## config.mk

```make
export PLATFORM = sky130hd
export DESIGN_NAME = seg_scan
export DESIGN_NICKNAME = d
export VERILOG_FILES = /design/src/rtl/seg_pkg.sv /design/src/rtl/seg_lz_mask.sv /design/src/rtl/seg_scan.sv
export SDC_FILE = /design/constraint.sdc
export NUM_CORES = 1
export LEC_CHECK = 0
export CAP_MARGIN = 30
export CORE_ASPECT_RATIO = 0.6
export CORE_MARGIN = 3
export CORE_UTILIZATION = 51
export CTS_CLUSTER_DIAMETER = 200
export DETAILED_ROUTE_END_ITERATION = 10
export GPL_TIMING_DRIVEN = 0
export PLACE_DENSITY = 0.76
export SYNTH_ARGS = -nofsm -noshare
export SYNTH_HDL_FRONTEND = slang
export SYNTH_HIERARCHICAL = 1
export SYNTH_SLANG_ARGS = --single-unit
export TNS_END_PERCENT = 100
```

## constraint.sdc

```tcl
create_clock -name clk -period 2.3 [get_ports clk]
set_input_delay 0.345 -clock clk [delete_from_list [all_inputs] [get_ports clk]]
set_output_delay 0.345 -clock clk [all_outputs]
set_load 0.03 [all_outputs]
```

## src/rtl/seg_pkg.sv

```systemverilog
// seg_pkg
//   Shared definitions for the seven-segment display drivers.
//   SEG_BLANK  : full active-low pattern with every segment and the dp off.
//   SEG_OFF    : the seven segment bits (g..a) all off, dp excluded.
//   hex_to_seg : 4-bit hex nibble -> 7-bit active-low segment pattern (g..a).
package seg_pkg;

  localparam logic [7:0] SEG_BLANK = 8'hFF;
  localparam logic [6:0] SEG_OFF   = 7'h7F;

  // Active-low decode, bit 6 = g ... bit 0 = a.
  function automatic logic [6:0] hex_to_seg(input logic [3:0] nib);
    logic [6:0] seg;
    case (nib)
      4'h0:    seg = 7'h40;
      4'h1:    seg = 7'h79;
      4'h2:    seg = 7'h24;
      4'h3:    seg = 7'h30;
      4'h4:    seg = 7'h19;
      4'h5:    seg = 7'h12;
      4'h6:    seg = 7'h02;
      4'h7:    seg = 7'h78;
      4'h8:    seg = 7'h00;
      4'h9:    seg = 7'h10;
      4'hA:    seg = 7'h08;
      4'hB:    seg = 7'h03;
      4'hC:    seg = 7'h46;
      4'hD:    seg = 7'h21;
      4'hE:    seg = 7'h06;
      4'hF:    seg = 7'h0E;
      default: seg = 7'h7F;
    endcase
    return seg;
  endfunction

endpackage

```

## src/rtl/seg_lz_mask.sv

```systemverilog
// seg_lz_mask
//   Combinational leading-zero suppression vector for a packed hex value.
//   value_i    : packed hex digits, digit i = value_i[4i+3:4i]
//   lz_en_i    : suppression enable
//   suppress_o : bit i set when digit i (i>0) and every digit above it are 0;
//                bit 0 is never set so an all-zero value still shows "0".
module seg_lz_mask #(
  parameter int DIGITS = 6
) (
  input  logic [4*DIGITS-1:0] value_i,
  input  logic                lz_en_i,
  output logic [DIGITS-1:0]   suppress_o
);

  logic              zero_above_s;
  logic [DIGITS-1:0] suppress_s;

  // Walk from the most significant digit down, tracking "all zero so far".
  always_comb begin
    zero_above_s = 1'b1;
    suppress_s   = {DIGITS{1'b0}};
    for (int i = DIGITS - 1; i >= 1; i--) begin
      zero_above_s  = zero_above_s & (value_i[4*i +: 4] == 4'h0);
      suppress_s[i] = lz_en_i & zero_above_s;
    end
  end

  assign suppress_o = suppress_s;

endmodule

```

## src/rtl/seg_scan.sv

```systemverilog
// seg_scan
//   Time-multiplexed driver for DIGITS common-anode seven-segment digits.
//   Each digit is lit for SCAN_DIV cycles; new data is double-buffered and
//   only becomes visible at a frame boundary.
//   clk, rst        : clock, synchronous active-high reset
//   load            : strobe capturing value/dp_mask/blank_mask/lz_en
//   value           : packed hex digits, digit 0 rightmost
//   dp_mask         : per-digit decimal point enable
//   blank_mask      : per-digit forced blank
//   lz_en           : leading-zero suppression enable
//   seg_sel         : active-low one-hot digit enable (registered)
//   seg_data        : active-low {dp, g..a} (registered)
//   pending         : shadow holds data not yet shown
//   frame_tick      : high in the cycle whose closing edge wraps idx to 0
module seg_scan
  import seg_pkg::*;
#(
  parameter int DIGITS   = 6,
  parameter int SCAN_DIV = 50000
) (
  input  logic                clk,
  input  logic                rst,
  input  logic                load,
  input  logic [4*DIGITS-1:0] value,
  input  logic [DIGITS-1:0]   dp_mask,
  input  logic [DIGITS-1:0]   blank_mask,
  input  logic                lz_en,
  output logic [DIGITS-1:0]   seg_sel,
  output logic [7:0]          seg_data,
  output logic                pending,
  output logic                frame_tick
);

  localparam int CW = (SCAN_DIV > 1) ? $clog2(SCAN_DIV) : 1;
  localparam int IW = (DIGITS > 1) ? $clog2(DIGITS) : 1;

  logic [CW-1:0]       cnt_q, cnt_d;
  logic [IW-1:0]       idx_q, idx_d;
  logic                tc_s, wrap_s;
  logic                frame_tick_q, frame_tick_d;
  logic                pending_q, pending_d;
  logic [4*DIGITS-1:0] act_value_q, act_value_d, sh_value_q, sh_value_d;
  logic [DIGITS-1:0]   act_dp_q, act_dp_d, sh_dp_q, sh_dp_d;
  logic [DIGITS-1:0]   act_blank_q, act_blank_d, sh_blank_q, sh_blank_d;
  logic                act_lz_q, act_lz_d, sh_lz_q, sh_lz_d;
  logic [DIGITS-1:0]   suppress_s;
  logic [DIGITS-1:0]   seg_sel_q, seg_sel_d;
  logic [7:0]          seg_data_q, seg_data_d;
  logic [DIGITS-1:0]   hot_s;
  logic [3:0]          digit_s;
  logic                blank_s, dp_s, sup_s;

  seg_lz_mask #(.DIGITS(DIGITS)) u_lz_mask (
    .value_i    (act_value_q),
    .lz_en_i    (act_lz_q),
    .suppress_o (suppress_s)
  );

  // Scan divider and digit index; frame_tick is a look-ahead of the next wrap.
  always_comb begin
    tc_s   = (cnt_q == CW'(SCAN_DIV - 1));
    wrap_s = tc_s && (idx_q == IW'(DIGITS - 1));
    if (tc_s) begin
      cnt_d = {CW{1'b0}};
      if (wrap_s) begin
        idx_d = {IW{1'b0}};
      end else begin
        idx_d = idx_q + IW'(1);
      end
    end else begin
      cnt_d = cnt_q + CW'(1);
      idx_d = idx_q;
    end
    frame_tick_d = (cnt_d == CW'(SCAN_DIV - 1)) && (idx_d == IW'(DIGITS - 1));
  end

  // Double buffer: loads park in the shadow, which is promoted on the wrap.
  // A load on the wrap itself bypasses the shadow.
  always_comb begin
    act_value_d = act_value_q;
    act_dp_d    = act_dp_q;
    act_blank_d = act_blank_q;
    act_lz_d    = act_lz_q;
    sh_value_d  = sh_value_q;
    sh_dp_d     = sh_dp_q;
    sh_blank_d  = sh_blank_q;
    sh_lz_d     = sh_lz_q;
    pending_d   = pending_q;
    if (wrap_s) begin
      pending_d = 1'b0;
      if (load) begin
        act_value_d = value;
        act_dp_d    = dp_mask;
        act_blank_d = blank_mask;
        act_lz_d    = lz_en;
      end else if (pending_q) begin
        act_value_d = sh_value_q;
        act_dp_d    = sh_dp_q;
        act_blank_d = sh_blank_q;
        act_lz_d    = sh_lz_q;
      end else begin
        act_value_d = act_value_q;
      end
    end else if (load) begin
      sh_value_d = value;
      sh_dp_d    = dp_mask;
      sh_blank_d = blank_mask;
      sh_lz_d    = lz_en;
      pending_d  = 1'b1;
    end else begin
      pending_d = pending_q;
    end
  end

  // Select the current digit's attributes with an AND-OR mux over all digits.
  always_comb begin
    digit_s = 4'h0;
    for (int i = 0; i < DIGITS; i++) begin
      hot_s[i] = (IW'(i) == idx_q);
      digit_s  = digit_s | (act_value_q[4*i +: 4] & {4{hot_s[i]}});
    end
    blank_s   = |(act_blank_q & hot_s);
    dp_s      = |(act_dp_q & hot_s);
    sup_s     = |(suppress_s & hot_s);
    seg_sel_d = ~hot_s;
    if (blank_s || sup_s) begin
      seg_data_d = {~dp_s, SEG_OFF};
    end else begin
      seg_data_d = {~dp_s, hex_to_seg(digit_s)};
    end
  end

  // State and registered outputs.
  always_ff @(posedge clk) begin
    if (rst) begin
      cnt_q        <= {CW{1'b0}};
      idx_q        <= {IW{1'b0}};
      frame_tick_q <= 1'b0;
      pending_q    <= 1'b0;
      act_value_q  <= {(4*DIGITS){1'b0}};
      act_dp_q     <= {DIGITS{1'b0}};
      act_blank_q  <= {DIGITS{1'b0}};
      act_lz_q     <= 1'b0;
      sh_value_q   <= {(4*DIGITS){1'b0}};
      sh_dp_q      <= {DIGITS{1'b0}};
      sh_blank_q   <= {DIGITS{1'b0}};
      sh_lz_q      <= 1'b0;
      seg_sel_q    <= {DIGITS{1'b1}};
      seg_data_q   <= SEG_BLANK;
    end else begin
      cnt_q        <= cnt_d;
      idx_q        <= idx_d;
      frame_tick_q <= frame_tick_d;
      pending_q    <= pending_d;
      act_value_q  <= act_value_d;
      act_dp_q     <= act_dp_d;
      act_blank_q  <= act_blank_d;
      act_lz_q     <= act_lz_d;
      sh_value_q   <= sh_value_d;
      sh_dp_q      <= sh_dp_d;
      sh_blank_q   <= sh_blank_d;
      sh_lz_q      <= sh_lz_d;
      seg_sel_q    <= seg_sel_d;
      seg_data_q   <= seg_data_d;
    end
  end

  assign seg_sel    = seg_sel_q;
  assign seg_data   = seg_data_q;
  assign pending    = pending_q;
  assign frame_tick = frame_tick_q;

endmodule

```

==> results of run 1 <==
==> logic make-up (layout without fill, tap and decap cells) <==
logic type | after synthesis | after routing | synth area share
multiplexers | 46 | 46 | 0.0890
other | 1 | 1 | 0.000717
flip-flops | 109 | 109 | 0.417
XOR/XNOR | 13 | 13 | 0.0218
AND/OR/NAND/NOR | 233 | 233 | 0.208
adder cells (fa/ha/maj) | 13 | 13 | 0.0311
buffers and inverters | 48 | 126 | 0.0474
AO/OA/AOI/OAI | 122 | 122 | 0.185
==> critical path, cell delays in order <==
cell             delay (ns)
clkdlybuf4s50_1        0.58
buf_2                  0.37
clkbuf_1               0.62
mux2i_1                0.39
a211oi_2               0.11
==> power groups by stage <==
stage / sequential, mW / clock [mW] / combinational, mW
2_1_floorplan: 2.01 / 0 / 0.168
3_3_place_gp: 2.00 / 0 / 0.322
3_5_place_dp: 2.00 / 0 / 0.329
4_1_cts: 1.96 / 1.69 / 0.333
5_1_grt: 1.96 / 1.78 / 0.366
6_report: 1.96 / 1.68 / 0.340
==> sequential cells by signal, summed over array words and instances (netlist names) <==
register     cells
act_dp_q         6
frame_tick       1
sh_dp_q          6
pending          1
sh_lz_q          1
act_lz_q         1
act_value_q     24
idx_q            3
seg_data         8
sh_blank_q       6
sh_value_q      24
act_blank_q      6
cnt_q           16
seg_sel          6
==> cell type report <==
| type | instances | share of cell area |
|---|---|---|
| Clock buffer | 10 | 0.0372 |
| Clock inverter | 6 | 0.0134 |
| Sequential cell | 109 | 0.341 |
| Multi-Input combinational cell | 428 | 0.446 |
| Buffer | 37 | 0.0358 |
| Timing Repair Buffer | 64 | 0.0961 |
| Inverter | 9 | 0.00525 |
| Tap cell | 130 | 0.0253 |
==> per-layer routing <==
metal  vias up  global-route usage  wire length (µm)
met5         -                   0                 0
met4         0              0.0576               206
met3        19              0.0766              1070
met2       160               0.336              5620
met1      2141               0.345              6590
li1       2215                   -                 -
==> worst min path at each step <==
stage                                   to  depth (start not counted)  slack, ns
5_1_grt            sh_dp_q[1]$_SDFFE_PP0P_                          2       0.47
6_report       sh_value_q[13]$_SDFFE_PP0P_                          2       0.45
4_1_cts        sh_value_q[15]$_SDFFE_PP0P_                          2       0.46
3_3_place_gp    sh_value_q[7]$_SDFFE_PP0P_                          2       0.44
2_1_floorplan   sh_blank_q[0]$_SDFFE_PP0P_                          2       0.44
3_5_place_dp   sh_value_q[15]$_SDFFE_PP0P_                          2       0.45
==> cell usage in the layout (no fill, tap or decap), drive strengths merged, types with 3 or more instances in the layout <==
| cell | Yosys | final |
|---|---|---|
| buf | 23 | 32 |
| clkinv | 0 | 3 |
| a21oi | 45 | 45 |
| nand3 | 12 | 12 |
| nor3 | 10 | 10 |
| nand2 | 104 | 104 |
| o211ai | 5 | 5 |
| mux2 | 4 | 4 |
| ha | 13 | 13 |
| and3 | 4 | 4 |
| o21ai | 11 | 11 |
| dfxtp | 109 | 109 |
| and4 | 4 | 4 |
| nor2 | 66 | 66 |
| nor4 | 6 | 6 |
| inv | 9 | 9 |
| o221ai | 4 | 4 |
| nor2b | 3 | 3 |
| clkdlybuf4s50 | 0 | 55 |
| clkbuf | 16 | 24 |
| a222oi | 5 | 5 |
| xor2 | 6 | 6 |
| and2 | 4 | 4 |
| mux2i | 42 | 42 |
| nand4 | 6 | 6 |
| a211oi | 39 | 39 |
| xnor2 | 7 | 7 |
==> timing repair <==
item                                   in CTS  in global routing
endpoints found under the hold margin       0                  0
setup endpoints to repair                  38                 71
pin swaps                                   6                  5
gates resized for setup                    16                 25
buffers inserted                            5                  4
==> stage by stage <==
stage / setup slack (ns) / hold WS, ns
2_1_floorplan: 0.105 / 0.436
3_3_place_gp: -0.429 / 0.441
3_5_place_dp: -0.514 / 0.446
4_1_cts: 0.0124 / 0.455
5_1_grt: -0.0243 / 0.472
6_report: 0.0725 / 0.454
==> flow_summary.toml, run 1 <==
[outcome]
status = "complete, no violations"

[floorplanning]
die-area_mm2 = 0.0115
dieHeight_um = 84.4
rows = 27
core_area_mm2 = 0.00956
pin_count = 56
fp.dieW_um = 137
initial_core_util = 0.547

[layout]
fin_area_mm2 = 0.00643
area_growth_pct = 23.0
nets = 711
fillCellCount = 759
multi_input_area_mm2 = 0.00287
fin_cells = 793
drive_gt1_frac = 0.167
antenna_cells = 0
fin_util = 0.673
regArea_mm2 = 0.00219

[yosys]
yosysTopAreaCellShare = 0.417
yosys_most_used_dff = "dfxtp_1"
synth_edf_count = 0
synth_top_area_cell = "dfxtp_1"
synth_most_common_cell = "dfxtp_1"
post_synth.cell_area_avg_um2 = 8.94
syn-cell-area_mm2 = 0.00523
synth_common_cells = "dfxtp_1 (109), nand2_1 (104), nor2_1 (66)"
syn_inst = 585
yosys_warnings = 6
synthArstFlopShare = 0
synth_area_leaders = "dfxtp_1 (42%), mux2i_1 (8.0%), nand2_1 (7.5%), a211oi_2 (7.2%), nor2_1 (4.7%)"
synth_cell_types = 57
postSynthNetCount = 638
synth-seq-cells = 109
yosysSeqAreaShare = 0.417

[sta]
fin_crit_ns = 2.23
finalSetupTns_ns = 0
fin_skew_ns = 0.00830
worst_slew_pin_slew_ns = 0.757
finalSetupViolations = 0
slew_headroom = 0.495
max_freq_mhz = 449
finalCritPeriodShare = 0.968
rsz0062_at_grt = "yes"
hold_viol = 0
slew_violations = 0

[routing]
wl_per_cell_um = 17.0
viasPerCell = 5.72
drt-total-wl_um = 13500
drtPass1Iterations = 5
ant_nets = 0
drt-initial-drc-count = 385
drc = 0
vias = 4535

[worst_setup_path]
reg2reg_setup_slack_ns = 0.09
crit_required_ns = 2.51
cp.arrival_ns = 2.43
startpoint = "load"
crit_end = "act_value_q[18]$_SDFFE_PP0P_"
r2r-end = "seg_data[3]$_SDFF_PP1_"
reg2reg_from = "idx_q[2]$_SDFF_PP0_"
rr_worst_depth = 8
crit_fanout = 10
crit_path_end_kind = "flip-flop"
critPathKind = "input pin to flip-flop"
critPathLaunchType = "input pin"

[placement]
gp_congestion = 0.922
port_buffers = 55
dp_hpwl_um = 9680
dp_cells = 770
place_area_mm2 = 0.00594

[global_route]
grt_pass1_vias = 4225
grt_use_total = 0.236
antenna_found_initial = 0
overflow = 0
grt_pass1_wl_um = 21700
grt_max_degree = 20

[power]
totalPowerFinal_mw = 3.98
p_switching_uw = 911
pwr-share-clk = 0.422
p_sw_frac = 0.229
peakVddDrop_v = 0.000416
p_comb_frac = 0.086
intPower_mw = 3.07
power_frac_seq = 0.493
p_leak_nw = 2.39
powerDensity_mw_per_mm2 = 618

[clock_tree]
cts_made_buffers = 9
postCtsHoldBufs = 0
cts_buffer_depth = 2
htree_levels = 3
cts_root_buf = "clkbuf_16"
clk-insertion-delay-late_ns = 0.35
clock-sinks = 109
cts_tree = "done"
clk_pin_slew_ns = 0.07

[min_path]
hold_path_class = "flip-flop to flip-flop"
min_from = "sh_value_q[13]$_SDFFE_PP0P_"

[job]
maxCapViolCount = 0
Note: power is estimated with default switching activity, not from simulation.
==> run 2, diff against run 1 <==
- ABC_AREA: default -> 0
- CELL_PAD_IN_SITES_DETAIL_PLACEMENT: default -> 0
- CELL_PAD_IN_SITES_GLOBAL_PLACEMENT: default -> 1
- CORE_UTILIZATION: 51 -> 39
- PLACE_DENSITY: 0.76 -> default
- PLACE_DENSITY_LB_ADDON: default -> 0.1
==> run 2 against run 1 <==
- register-to-register slack gained 0.04 ns
- global-route usage shrank 4.9 points
- combinational power is essentially flat
- maximum frequency grew 2.2%
- final cell count grew 5.2%
- routed wire length grew 0.67%
- via count shrank 3.0%
- clock skew grew 0.0049 ns
- clock-buffer cell count shrank 1
- worst setup slack gained 0.047 ns
- utilization shrank 17 points
- clock power shrank 4%
- critical endpoint is now act_blank_q[1]$_SDFFE_PP0P_
- highest routed layer unchanged
==> flow_summary.toml, run 2 (synthesis gave the netlist of run 1 again) <==
[worst_setup_path]
crit_required_ns = 2.51
critPathLaunchType = "input pin"
cp.arrival_ns = 2.39
crit_fanout = 10
critPathKind = "input pin to flip-flop"
crit_path_end_kind = "flip-flop"

[clock_tree]
clk_pin_slew_ns = 0.07
cts_tree = "done"
cts_buffer_depth = 2
clock-sinks = 109
htree_levels = 3
clk-insertion-delay-late_ns = 0.36
postCtsHoldBufs = 0
cts_made_buffers = 9
cts_root_buf = "clkbuf_16"

[floorplanning]
dieHeight_um = 95.7
core_area_mm2 = 0.0130
die-area_mm2 = 0.0149
initial_core_util = 0.403
rows = 32
pin_count = 56
fp.dieW_um = 155

[layout]
regArea_mm2 = 0.00219
fillCellCount = 1233
area_growth_pct = 23.6
final_cell_mix = "nand2_1 (104), dfxtp_1 (104), nor2_1 (66)"
multi_input_area_mm2 = 0.00285
nets = 713
drive_gt1_frac = 0.170
antenna_cells = 0
reg_top3 = "act_value_q (24), sh_value_q (24), cnt_q (16)"
fin_area_mm2 = 0.00646

[placement]
port_buffers = 55
gp_congestion = 0.850
place_area_mm2 = 0.00600
dp_hpwl_um = 10000

[global_route]
grt_pass1_wl_um = 21700
antenna_found_initial = 0
grt_pass1_vias = 4064
grt_max_degree = 20
grt_use_total = 0.187
overflow = 0

[routing]
ant_nets = 0
viasPerCell = 5.28
drt-initial-drc-count = 257
drc = 0
drtPass1Iterations = 5
drt-total-wl_um = 13600
wl_per_cell_um = 16.3
vias = 4401

[sta]
finalSetupViolations = 0
rsz0062_at_grt = "no"
slew_headroom = 0.520
max_freq_mhz = 459
worst_slew_pin_slew_ns = 0.720
finalSetupTns_ns = 0
fin_crit_ns = 2.18
hold_viol = 0
slew_violations = 0
fin_skew_ns = 0.0132
finalCritPeriodShare = 0.948

[min_path]
hold_path_class = "flip-flop to flip-flop"

[power]
peakVddDrop_v = 0.000423
powerDensity_mw_per_mm2 = 605
totalPowerFinal_mw = 3.91
p_leak_nw = 2.38

[outcome]
status = "complete, no violations"

[job]
maxCapViolCount = 0
-- run 2: cell count changes in the layout (fill, tap and decap cells not counted), sizes merged --
cell    delta
buf        +1
clkinv     -2
inv        +3
bufinv     -1
-- run 2: timing repair --
| action | 4_1_cts | 5_1_grt |
|---|---|---|
| pin swaps | 5 | 5 |
| gates resized for setup | 17 | 25 |
| setup buffers | 5 | 3 |
| endpoints found under the setup margin | 38 | 69 |
-- run 2: critical path, cell delays in order --
cell,delay (ns)
clkdlybuf4s50_1,0.60
buf_2,0.37
buf_1,0.59
mux2i_1,0.36
a211oi_2,0.10
-- run 2: area by class of cell --
type	instances	area share
multi-input cells	428	0.441
flip-flops and latches	109	0.340
repair buffers	64	0.0953
plain buffers	39	0.0382
clock buffers	9	0.0349
well taps	170	0.0329
clock inverters	6	0.0128
inverters	9	0.00523
-- run 2: power by group --
part           internal (mW)  leakage, nW  switching (mW)
sequential              1.93        0.891          0.0257
clock                  0.864        0.147           0.749
combinational          0.150         1.35           0.187
-- run 2: path summary, 6_finish.rpt --
| kind | from | to | cells past startpoint | slack (ns) |
|---|---|---|---|---|
| min reg2reg | sh_dp_q[5]$_SDFFE_PP0P_ | sh_dp_q[5]$_SDFFE_PP0P_ | 2 | 0.45 |
| min | sh_dp_q[5]$_SDFFE_PP0P_ | sh_dp_q[5]$_SDFFE_PP0P_ | 2 | 0.45 |
| max | load | act_blank_q[1]$_SDFFE_PP0P_ | 5 | 0.12 |
| max reg2reg | idx_q[1]$_SDFF_PP0_ | seg_data[3]$_SDFF_PP1_ | 12 | 0.13 |
-- run 2: stage by stage --
step	hold WS [ns]	util	setup slack, ns	instances
floorplan	0.436	-	0.105	585
global placement	0.441	0.462	-0.533	810
detailed placement	0.446	0.462	-0.357	811
CTS	0.457	0.492	0.00143	831
global route	0.468	0.498	0.0000429	834
finish	0.455	0.498	0.120	834
-- run 2: metal layers --
layer  global-route usage  part of all wire
met4               0.0386            0.0076
met2                0.259              0.39
met1                0.289              0.55
met3               0.0458             0.049
met5                    0                 0
==> run 3, diff against run 2 <==
- CTS_CLUSTER_SIZE: default -> 14
- SYNTH_HIERARCHICAL: 1 -> default
==> run 3 against run 2 <==
- the flow now finishes with violations (setup timing)
- sequential power about the same
- critical endpoint is now act_value_q[18]$_SDFFE_PP0P_
- clock power barely moved
- first-iteration DRC count is 13% higher
- highest routed layer is now met5
==> flow_summary.toml, run 3 <==
[outcome]
status = "finished, violations left"
violations = "setup timing"

[yosys]
synth_most_common_cell = "dfxtp_1"
yosysTopAreaCellShare = 0.432
yosysSeqAreaShare = 0.432
synth_area_leaders = "dfxtp_1 (43%), mux2i_1 (8.7%), a211oi_2 (7.4%), nand2_1 (7.2%), a21oi_1 (5.0%)"
postSynthNetCount = 616
synth_common_cells = "dfxtp_1 (109), nand2_1 (97), nor2_1 (63)"
post_synth.cell_area_avg_um2 = 8.94
yosys_most_used_dff = "dfxtp_1"
yosys_warnings = 0
synthArstFlopShare = 0
synth_top_area_cell = "dfxtp_1"
syn-cell-area_mm2 = 0.00505
synth_cell_types = 52
syn_inst = 565
synth_edf_count = 0
synth-seq-cells = 109

[floorplanning]
die-area_mm2 = 0.0144
core_area_mm2 = 0.0123
initial_core_util = 0.410
pin_count = 56
dieHeight_um = 94.2
fp.dieW_um = 153
rows = 31

[layout]
antenna_cells = 0
area_growth_pct = 29.2
nets = 693
final_cell_mix = "dfxtp_1 (103), nand2_1 (97), clkdlybuf4s50_1 (55)"
drive_gt1_frac = 0.199
layout_commonest_cell = "dfxtp_1"
fin_util = 0.529
reg_top3 = "act_value_q (24), sh_value_q (24), cnt_q (16)"

[sta]
worst_slew_pin_slew_ns = 0.752
slew_headroom = 0.498
finalSetupViolations = 1
fin_crit_ns = 2.30
hold_viol = 0
rsz0062_at_grt = "yes"
fin_skew_ns = 0.00559
max_freq_mhz = 434
finalCritPeriodShare = 1.00
setup_slack_ns = -0.00186
slew_violations = 0

[worst_setup_path]
crit_required_ns = 2.57
crit_fanout = 7
cp.arrival_ns = 2.57
crit_path_end_kind = "flip-flop"
critPathKind = "flip-flop to flip-flop"
reg2reg_from = "cnt_q[4]$_SDFF_PP0_"
startpoint = "cnt_q[4]$_SDFF_PP0_"
reg2reg_setup_slack_ns = -0.002
critPathLaunchType = "flip-flop"

[routing]
met2_wirelength_um = 5530
drtPass1Iterations = 6
drt-initial-drc-count = 290
vias = 4343
viasPerCell = 5.35
wl_met1_um = 7400
drc = 0
ant_nets = 0
wl_per_cell_um = 17.1
drt-total-wl_um = 13900
top_layer = "met5"
met3_wirelength_um = 818

[clock_tree]
cts_made_buffers = 9
clk-insertion-delay-late_ns = 0.35
cts_tree = "done"
cts_root_buf = "clkbuf_16"
cts_buffer_depth = 2
htree_levels = 3
postCtsHoldBufs = 0
clk_pin_slew_ns = 0.07
clock-sinks = 109

[global_route]
grt_use_total = 0.196
grt_pass1_vias = 4212
grt_pass1_wl_um = 22400
overflow = 0
antenna_found_initial = 1
grt_max_degree = 18

[placement]
port_buffers = 55
gp_congestion = 0.857
dp_hpwl_um = 10200
pre_cts_ws_ns = -0.566

[job]
maxCapViolCount = 0

[power]
powerDensity_mw_per_mm2 = 596
peakVddDrop_v = 0.000299
p_leak_nw = 2.35

[min_path]
hold_path_class = "flip-flop to flip-flop"
min_from = "sh_dp_q[0]$_SDFFE_PP0P_"
-- run 3: kinds of logic after synthesis --
| logic type | count (synthesis) | synth area share |
|---|---|---|
| flip-flops | 109 | 0.432 |
| AND/OR/NAND/NOR | 211 | 0.185 |
| AO/OA/AOI/OAI | 125 | 0.196 |
| multiplexers | 45 | 0.0894 |
| buffers and inverters | 51 | 0.0485 |
| adder cells (fa/ha/maj) | 11 | 0.0272 |
| XOR/XNOR | 13 | 0.0225 |
-- run 3: worst paths after layout --
path / end / cells past startpoint
worst max-delay path: act_value_q[18]$_SDFFE_PP0P_ / 7
worst min-delay path: sh_dp_q[0]$_SDFFE_PP0P_ / 2
worst max register to register: act_value_q[18]$_SDFFE_PP0P_ / 7
worst min register to register: sh_dp_q[0]$_SDFFE_PP0P_ / 2
-- run 3: through the flow --
stage | instances | area [µm²] | total power, mW | hold slack [ns] | TNS, ns
2_1_floorplan | 565 | 5050 | 2.17 | 0.436 | 0
3_3_place_gp | 785 | 5810 | 2.32 | 0.441 | -36.71
3_5_place_dp | 785 | 5810 | 2.33 | 0.446 | -39.15
4_1_cts | 807 | 6280 | 3.94 | 0.456 | -0.00949
5_1_grt | 812 | 6520 | 4.04 | 0.475 | -2.46
6_report | 812 | 6520 | 3.89 | 0.454 | -0.00186
-- run 3: worst max-delay path, stage by stage, from the launching register on --
cell	delay [ns]
dfxtp_4	0.36
or4b_4	0.55
or4_4	0.50
nor3_4	0.20
buf_6	0.20
buf_6	0.16
nor2_1	0.06
a211oi_2	0.19
-- run 3: cell type report --
class | instances | area, µm²
Clock buffer | 11 | 253
Timing Repair Buffer | 72 | 703
Clock inverter | 5 | 58.8
Inverter | 12 | 45.0
Tap cell | 165 | 206
Multi-Input combinational cell | 405 | 2830
Fill cell | 1151 | 5810
Sequential cell | 109 | 2200
Buffer | 33 | 234
-- run 3: power by group --
group	internal, mW	total, mW	switching [mW]
Combinational	0.151	0.335	0.184
Sequential	1.93	1.96	0.0255
Clock	0.904	1.60	0.692
-- run 3: repair_timing --
item	CTS	global route
cloned	2	1
setup endpoints to repair	93	73
buffers inserted	7	7
pin swaps	3	9
resized for setup	38	47
-- run 3: routing by layer --
metal,global-route usage,vias up
met2,0.276,126
met3,0.0483,16
li1,-,2148
met1,0.297,2051
met4,0.0482,2
met5,0,-
